`config.mk`:
```
export PLATFORM = sky130hd
export DESIGN_NAME = jc_block
export DESIGN_NICKNAME = d
export VERILOG_FILES = /design/src/rtl/jc_block.sv
export SDC_FILE = /design/constraint.sdc
export NUM_CORES = 1
export LEC_CHECK = 0
export CORE_AREA = 2 2 56 58
export CTS_CLUSTER_DIAMETER = 50
export CTS_CLUSTER_SIZE = 8
export DETAILED_ROUTE_END_ITERATION = 10
export DIE_AREA = 0 0 58 60
export PLACE_DENSITY = 0.9
export SYNTH_ARGS = -nofsm -noshare
export SYNTH_HDL_FRONTEND = slang
export SYNTH_SLANG_ARGS = --single-unit
```
`constraint.sdc`:
```
create_clock -name clk -period 6.25 [get_ports clk]
set_input_delay 1.875 -clock clk [delete_from_list [all_inputs] [get_ports clk]]
set_output_delay 1.875 -clock clk [all_outputs]
set_load 0.01 [all_outputs]
```
`src/rtl/jc_block.sv`:
```
// Jump-control unit for the 16-bit MIPS-style core.
// Decides each cycle whether the PC loads a redirect target (jump, interrupt
// vector or interrupt return) and keeps the single-level interrupt context.
module jc_block #(
  parameter int             AW       = 16,
  parameter logic [AW-1:0]  ISR_ADDR = 16'hF000
) (
  input  logic          clk,
  input  logic          reset,
  input  logic [AW-1:0] jmp_address_pm,
  input  logic [AW-1:0] current_address,
  input  logic [5:0]    op,
  input  logic [1:0]    flag_ex,
  input  logic          interrupt,
  output logic [AW-1:0] jmp_loc,
  output logic          pc_mux_sel
);

  localparam logic [5:0] OP_RET = 6'h10;
  localparam logic [5:0] OP_JMP = 6'h18;
  localparam logic [5:0] OP_JV  = 6'h1C;
  localparam logic [5:0] OP_JNV = 6'h1D;
  localparam logic [5:0] OP_JZ  = 6'h1E;
  localparam logic [5:0] OP_JNZ = 6'h1F;

  logic [AW-1:0] ret_addr_reg;
  logic          in_isr_reg;
  logic          int_d_reg;

  logic flag_z;
  logic flag_v;
  logic int_edge;
  logic int_accept;
  logic ret_take;
  logic jump_take;

  assign flag_z = flag_ex[1];
  assign flag_v = flag_ex[0];

  // Classify the current cycle: interrupt entry, interrupt return or plain jump.
  always_comb begin
    int_edge   = interrupt & ~int_d_reg;
    int_accept = int_edge & ~in_isr_reg;
    ret_take   = (op == OP_RET) & in_isr_reg;
    jump_take  = 1'b0;
    unique case (op)
      OP_JMP:  jump_take = 1'b1;
      OP_JZ:   jump_take = flag_z;
      OP_JNZ:  jump_take = ~flag_z;
      OP_JV:   jump_take = flag_v;
      OP_JNV:  jump_take = ~flag_v;
      default: jump_take = 1'b0;
    endcase
  end

  // Redirect decision in priority order; same-cycle so the PC mux sees it now.
  always_comb begin
    pc_mux_sel = 1'b0;
    jmp_loc    = jmp_address_pm;
    if (reset) begin
      pc_mux_sel = 1'b0;
      jmp_loc    = '0;
    end else if (int_accept) begin
      pc_mux_sel = 1'b1;
      jmp_loc    = ISR_ADDR;
    end else if (ret_take) begin
      pc_mux_sel = 1'b1;
      jmp_loc    = ret_addr_reg;
    end else if (jump_take) begin
      pc_mux_sel = 1'b1;
      jmp_loc    = jmp_address_pm;
    end
  end

  // Interrupt context: save the resume address on entry, leave ISR on RET.
  always_ff @(posedge clk) begin
    if (reset) begin
      ret_addr_reg <= '0;
      in_isr_reg   <= 1'b0;
      int_d_reg    <= 1'b0;
    end else begin
      int_d_reg <= interrupt;
      if (int_accept) begin
        ret_addr_reg <= current_address;
        in_isr_reg   <= 1'b1;
      end else if (ret_take) begin
        in_isr_reg   <= 1'b0;
      end
    end
  end

endmodule

```
==> parameters.txt <==
Parameter                              Value

Run status
  Result of the run    finished, final reports clean

Synthesis
  Post-synthesis async set-or-reset flop share    0%
  Most instantiated cells after synthesis    21 x nor2_1, 18 x dfxtp_1, 16 x mux2i_1
  Post-synthesis sequential area ratio    33.5%
  Count of flip-flops with a built-in enable after synthesis    0
  Flops & latches, synth    18
  Post-synthesis cell type with the largest combined area    dfxtp_1
  Most used standard cell by instance count after synthesis    nor2_1
  Number of nets in the synthesized netlist    around 170
  Mean cell area of the mapped netlist    about 8.3 sq um
  Cell types occupying the most area after synthesis    dfxtp_1 33%, mux2i_1 15%, nor2_1 7.3%
  Number of instances in the synthesized netlist    around 130
  Dominant register cell in the synthesized netlist    dfxtp_1
  Post-Synthesis Cell Area    1080 sq um
  Unique masters post-synth    31
  Post-synth top area share    between 30% and 40%
  Warnings, synthesis    0

STA
  Max-slew violations    0
  Clk_skew    0.00863 ns
  Worst Max-Slew Pin Slew    0.650 ns
  Final number of hold-violating endpoints    0
  Relative max-transition margin    56.7%
  Number of endpoints failing setup at the final stage    0
  Part of the cycle the worst path needs    94.5%
  Clock period minus final worst setup slack    slightly below 6 ns
  RSZ-0062 raised after global routing    false
  Setup TNS    0 ns
  Highest clock frequency the design can meet    169 MHz

Pwr
  Portion of total power attributed to sequential cells    between 40% and 50%
  Worst IR Drop VDD    0.127 mV
  Power per cell area    166 nW/um^2
  Cell Int Power    210 uW
  P_leak    0.000608 uW
  Proportion of total power due to net switching    26.4%
  Net switching power of the design    75.3 uW
  Part of the total power dissipated in the clock network    25.4%
  Proportion of power drawn by combinational gates    a little under a third

Floorplan
  Height of the die    60 um
  Count of standard-cell rows    20
  Core Box Area    between 2000 and 3000 sq um
  Starting density of the core    around 37%
  Number of top-level pins    60
  Overall die area    roughly 3500 sq um
  Chip width    roughly 58 um

Critical path
  Critical path buffer and inverter count    2
  Kind of cell adding the most delay to the critical path    buffers and inverters
  Required time of the critical path    4.38 ns
  Critical-path maximum fanout    17
  Launch instance of the worst register-to-register path    in_isr_reg$_SDFFE_PP0P_
  Critical path type    in -> out
  Ordered cell list for the critical path    clkdlybuf4s50_1, or3_1, nor4_4, a221o_1, clkdlybuf4s50_1
  Data arrival time at the worst-slack endpoint    around 4.0 ns
  FF-to-FF setup slack    4.95 ns
  Cell with the largest stage delay on the worst path    or3_1
  Cell depth of the worst flop-to-flop path    3
  CP max stage delay    0.69 ns
  Cell repeated most along the worst path    clkdlybuf4s50_1
  Startpoint type of the worst setup path    input port
  Worst R2R End    in_isr_reg$_SDFFE_PP0P_
  Crit. End Element    output pin

Clock network
  Number of buffers created by CTS    3
  PostCTS Resize Cnt    0
  CTS tree    built
  Max H-tree Level    1
  Post-CTS Setup Bufs    0
  Buffer type at the clock tree root    clkbuf_4
  Clock transition at the registers of the reported paths    about 0.10 ns
  Clock insertion delay at the later pin of the skew report    0.29 ns
  Hold-fix buffers, CTS    0
  Clock net sink count    18
  Worst-case clock buffer depth    2

GRT
  First-pass GRT wire length    5090 um
  Maximum number of pins on one net before global-route repair    25
  Tot GR Track Use    18.5%
  Remaining global-route overflow    0
  Antenna violations before repair    0
  Vias in the first global route    1171

Layout
  Largest register FFs    16
  Non-filler instance count after layout    approximately 220
  Final-stage net count    230
  Filler Cells Inserted    285
  Inserted Diodes    0
  Ratio of cells with drive above 1 in the final layout    6.99%
  Final instance area    1710 sq um
  Final standard cell utilization of the core    59.0%
  Layout area overhead    59.1%

Drt
  Via count normalized by instance count    5.20
  M1 WL    1260 um
  DRC errors left    0
  Total vias in the final route    1138
  WL final    roughly 3000 um
  Routed met3 length    about 230 um
  Amount of wire on met2 after detailed routing    1500 um
  Average routed wire per standard cell    13.7 um
  Count of antenna-violating nets left after detailed routing    0
  Iter 0 DRT Violations    41
  Number of detailed-routing iterations run before antenna repair    4
  Highest signal layer in the routed design    met4

Hold path
  Hold Path Cell Cnt    2
  Worst min-delay path endpoint    ret_addr_reg[0]$_SDFFE_PP0P_
  Hold path start    ret_addr_reg[0]$_SDFFE_PP0P_
  Worst hold path class    reg -> reg

Placement
  Final Wtd Congestion    0.719
  Placed wire-length estimate    about 2200 um
  Total placed instance area    1680 sq um
  Placed cells    215
  Quantity of I/O buffers inserted on ports    59

Job
  Number of maximum-capacitance constraint violations    0
[worst max path at each step]
stage / startpoint / endpoint / cells past startpoint
3_5_place_dp: op[1] / pc_mux_sel / 5
6_report: op[1] / pc_mux_sel / 5
4_1_cts: op[1] / pc_mux_sel / 5
2_1_floorplan: op[1] / pc_mux_sel / 4
5_1_grt: op[1] / pc_mux_sel / 5
3_3_place_gp: op[1] / pc_mux_sel / 5
[stage by stage]
step | setup WS, ns | hold slack [ns] | total power [uW]
3_5_place_dp | 0.343 | 0.485 | 215
3_3_place_gp | 0.398 | 0.472 | 214
4_1_cts | 0.342 | 0.511 | 289
2_1_floorplan | 1.62 | 0.460 | 168
6_report | 0.343 | 0.501 | 285
5_1_grt | 0.279 | 0.528 | 303
[per-layer routing]
metal | vias to the layer above | GRT usage [%]
met1 | 508 | 23.5
met5 | - | 0
met4 | 0 | 3.99
met2 | 46 | 32.8
li1 | 582 | -
met3 | 2 | 3.46
[cells by family (layout without fill, tap and decap cells)]
kind of cell	after synthesis	count (layout)	synth area share, %
compound gates	32	32	17.2
buf+inv	12	69	6.86
mux	16	16	14.9
xor+xnor	1	1	0.814
simple gates	50	50	26.7
flops	18	18	33.5
[power groups by stage]
stage | Clock, uW | Sequential (uW) | Combinational (uW)
floorplan | 0 | 128 | 40.4
global placement | 0 | 129 | 85.1
detailed placement | 0 | 129 | 86.1
CTS | 75.4 | 126 | 86.6
global route | 81.8 | 128 | 93.4
finish | 72.5 | 127 | 85.9
[cells in the final DEF, fill, tap and decap left out, types with 2 or more instances in the layout]
| cell type | synthesis | routed |
|---|---|---|
| nor3b_1 | 2 | 2 |
| clkbuf_4 | 0 | 3 |
| buf_4 | 1 | 5 |
| nand3_1 | 12 | 12 |
| nor3_1 | 3 | 3 |
| mux2i_1 | 16 | 16 |
| a21oi_1 | 12 | 12 |
| a211oi_1 | 4 | 4 |
| nor2_1 | 21 | 21 |
| o21ai_1 | 12 | 12 |
| dfxtp_1 | 18 | 18 |
| clkdlybuf4s50_1 | 0 | 59 |
[area by class of cell]
type / instances / area (sq um) / area share, %
clock buffers: 4 / 36.3 / 2.12
repair buffers: 64 / 628 / 36.7
flip-flops and latches: 18 / 360 / 21.1
multi-input cells: 99 / 642 / 37.5
well taps: 33 / 41.3 / 2.41
inverters: 1 / 3.75 / 0.219
[worst reg2reg max path: cells and delay by family (launching register included)]
family	cells	cell delay, ns
AO/OA/AOI/OAI	2	0.28
flip-flops	1	0.45
AND/OR/NAND/NOR	1	0.47
No activity file was read; power rests on OpenSTA's default activity.
==> RTL change (same settings) <==
Add an input register stage for `current_address`, without a reset; this delays it by one clock. The other inputs are not delayed to match.
--- a/src/rtl/jc_block.sv
+++ b/src/rtl/jc_block.sv
@@ -22,6 +22,12 @@
   localparam logic [5:0] OP_JNV = 6'h1D;
   localparam logic [5:0] OP_JZ  = 6'h1E;
   localparam logic [5:0] OP_JNZ = 6'h1F;
+
+  logic [AW-1:0] current_address_q;
+
+  always_ff @(posedge clk) begin
+    current_address_q <= current_address;
+  end
 
   logic [AW-1:0] ret_addr_reg;
   logic          in_isr_reg;
@@ -81,7 +87,7 @@
     end else begin
       int_d_reg <= interrupt;
       if (int_accept) begin
-        ret_addr_reg <= current_address;
+        ret_addr_reg <= current_address_q;
         in_isr_reg   <= 1'b1;
       end else if (ret_take) begin
         in_isr_reg   <= 1'b0;
Formal check against the unedited RTL: not equivalent (a bounded check fails within 4 cycles, from zero or initial values and one cycle with reset high).
==> RTL change against the unedited design <==
  * Fmax up 1.1%
  * Sequential power up 86%
  * Final cell count up 8.2%
  * Final area up 20%
  * Global-route usage up 4.0 points
  * Setup slack better by 65 ps
  * Sequential cell count up 16
  * Combinational power up 0.5%
  * Area after synthesis up 29%
  * Register-to-register slack worse by 270 ps
  * Wire length up 20%
  * Total power up 59%
  * Clock power up 79%
  * Critical endpoint is now jmp_loc[14]
  * Largest cell class is now sequential cells
==> RTL change: results (changes against the unedited design) <==
critical_path:
  reg2reg_to: "ret_addr_reg[5]"  # was in_isr_reg
  rr_worst_depth: 4  # was 3
  reg2reg_slack_ps: 4680  # was 4950 ps
  worstPathMaxFanout: 16  # was 17
  arrival_ps: 3970  # was 4030 ps
  r2r-start: "in_isr_reg"  # unchanged
  cp_slowest_cell: "clkdlybuf4s50_1"  # was or3_1
  slowest_delay_ps: 610  # was 690 ps
cells_and_area:
  fin_nets: 246  # was 230
  fillCellCount: 217  # was 285
  drive_gt1_share_pct: 8.82  # was 6.99%
  final_area_sq_um: 2060  # was 1710 sq um
synthesis:
  ys_seq_area_share_pct: 49.1  # was 33.5%
  synthFlopType: "dfxtp_1"  # unchanged
  yosys.cell_types.count: 32  # was 31
  synth_nets: 187  # was 172
  ys_top_cells_by_count: "dfxtp_1, mux2i_1, nand3_1, nor2_1, o21ai_1"  # was nor2_1, dfxtp_1, mux2i_1
  synth.area.top_cells: "dfxtp_1, mux2i_1, nand3_1, o21ai_1, a21oi_1"  # was dfxtp_1, mux2i_1, nor2_1, a21oi_1, nand3_1
  async_reset_ff_share_pct: 0  # unchanged
placement:
  hpwl_um: 2570  # was 2210 um
  place_ws_ps: 429  # was 343 ps
  portBuffers: 59  # unchanged
  place_congestion: 0.797  # was 0.719
  place_area_sq_um: 1990  # was 1680 sq um
global_route:
  grt_antenna_before_repair: 0  # unchanged
  grt_max_degree: 24  # was 25
  grt_pass1_vias: 1323  # was 1171
  track_usage_pct: 22.5  # was 18.5%
  grt_pass1_wl_um: 5800  # was 5090 um
drt:
  drt_iter0_drc: 19  # was 41
  routed_via_density: 5.60  # was 5.20
  drt-wirelength-per-cell_um: 15.2  # was 13.7 um
hold_path:
  min_path_type: "reg2reg"  # unchanged
  hold_path_startpoint: "current_address_q[15]"  # was ret_addr_reg[0]
  hold_end: "ret_addr_reg[15]"  # was ret_addr_reg[0]
clocking:
  post_cts_buffers: 0  # unchanged
  htree_levels: 2  # was 1
  insertion_delay_ps: 350  # was 290 ps
  cts_made_buffers: 5  # was 3
timing:
  max-slew-margin-rel_pct: 63.2  # was 56.7%
  fin_skew_ps: 5.00  # was 8.63 ps
outcome:
  status: "finished clean"  # unchanged
power_and_ir_drop:
  p_leak_uw: 0.000757  # was 0.000608 uW
  peakVddDrop_uv: 176  # was 127 uV
-- RTL change: cell count changes in the layout (fill, tap and decap cells not counted), moves of 2 or more --
cell | unedited run | this run
a31oi_1 | 0 | 3
a211oi_1 | 4 | 1
dfxtp_1 | 18 | 34
o21ai_1 | 12 | 15
nor2_1 | 21 | 16
nor3_1 | 3 | 1
nand3_1 | 12 | 16
clkbuf_4 | 3 | 5
-- RTL change: cells by family after synthesis --
logic type / synth area share (%)
AOI/OAI and AO/OA: 14.6
buffers and inverters: 6.04
and+or+nand+nor: 18.1
DFF: 49.1
muxes: 11.5
xor gates and xnor gates: 0.631
-- RTL change: how the worst max path moves through the flow --
stage | slack [ps] | end | depth (start not counted) | startpoint
6_report | 410 | jmp_loc[14] | 5 | op[0]
5_1_grt | 340 | jmp_loc[15] | 5 | op[0]
4_1_cts | 430 | jmp_loc[15] | 5 | op[0]
3_5_place_dp | 430 | jmp_loc[14] | 5 | op[0]
3_3_place_gp | 490 | jmp_loc[15] | 5 | op[1]
2_1_floorplan | 1630 | jmp_loc[2] | 5 | op[3]
-- RTL change: power by group --
part	internal [uW]	switching, uW
clock	54.0	75.7
combinational	51.7	34.6
sequential	230	6.40
-- RTL change: through the flow --
step | hold slack, ps | cells
final | 477 | 237
after global routing | 489 | 237
after CTS | 482 | 237
after detailed placement | 456 | 229
after global placement | 446 | 229
after floorplan | 440 | 144
-- RTL change: worst max-delay path: cells and delay by family --
kind	cells	cell delay (ps)
compound gates	2	390
simple gates	1	510
buf+inv	2	1180
-- RTL change: final cells by class --
class	instances	share of cell area, %
sequential	34	33.1
multi-input combinational	97	31.3
timing repair buffer	63	30.2
clock buffer	6	2.49
tap	33	2.01
clock inverter	2	0.608
inverter	2	0.365
-- RTL change: layer usage --
| layer | GRT usage, % | routed length [um] |
|---|---|---|
| met5 | 0 | 0 |
| met4 | 13.6 | 140 |
| met3 | 7.79 | 250 |
| met2 | 38.8 | 1800 |
| met1 | 23.7 | 1420 |
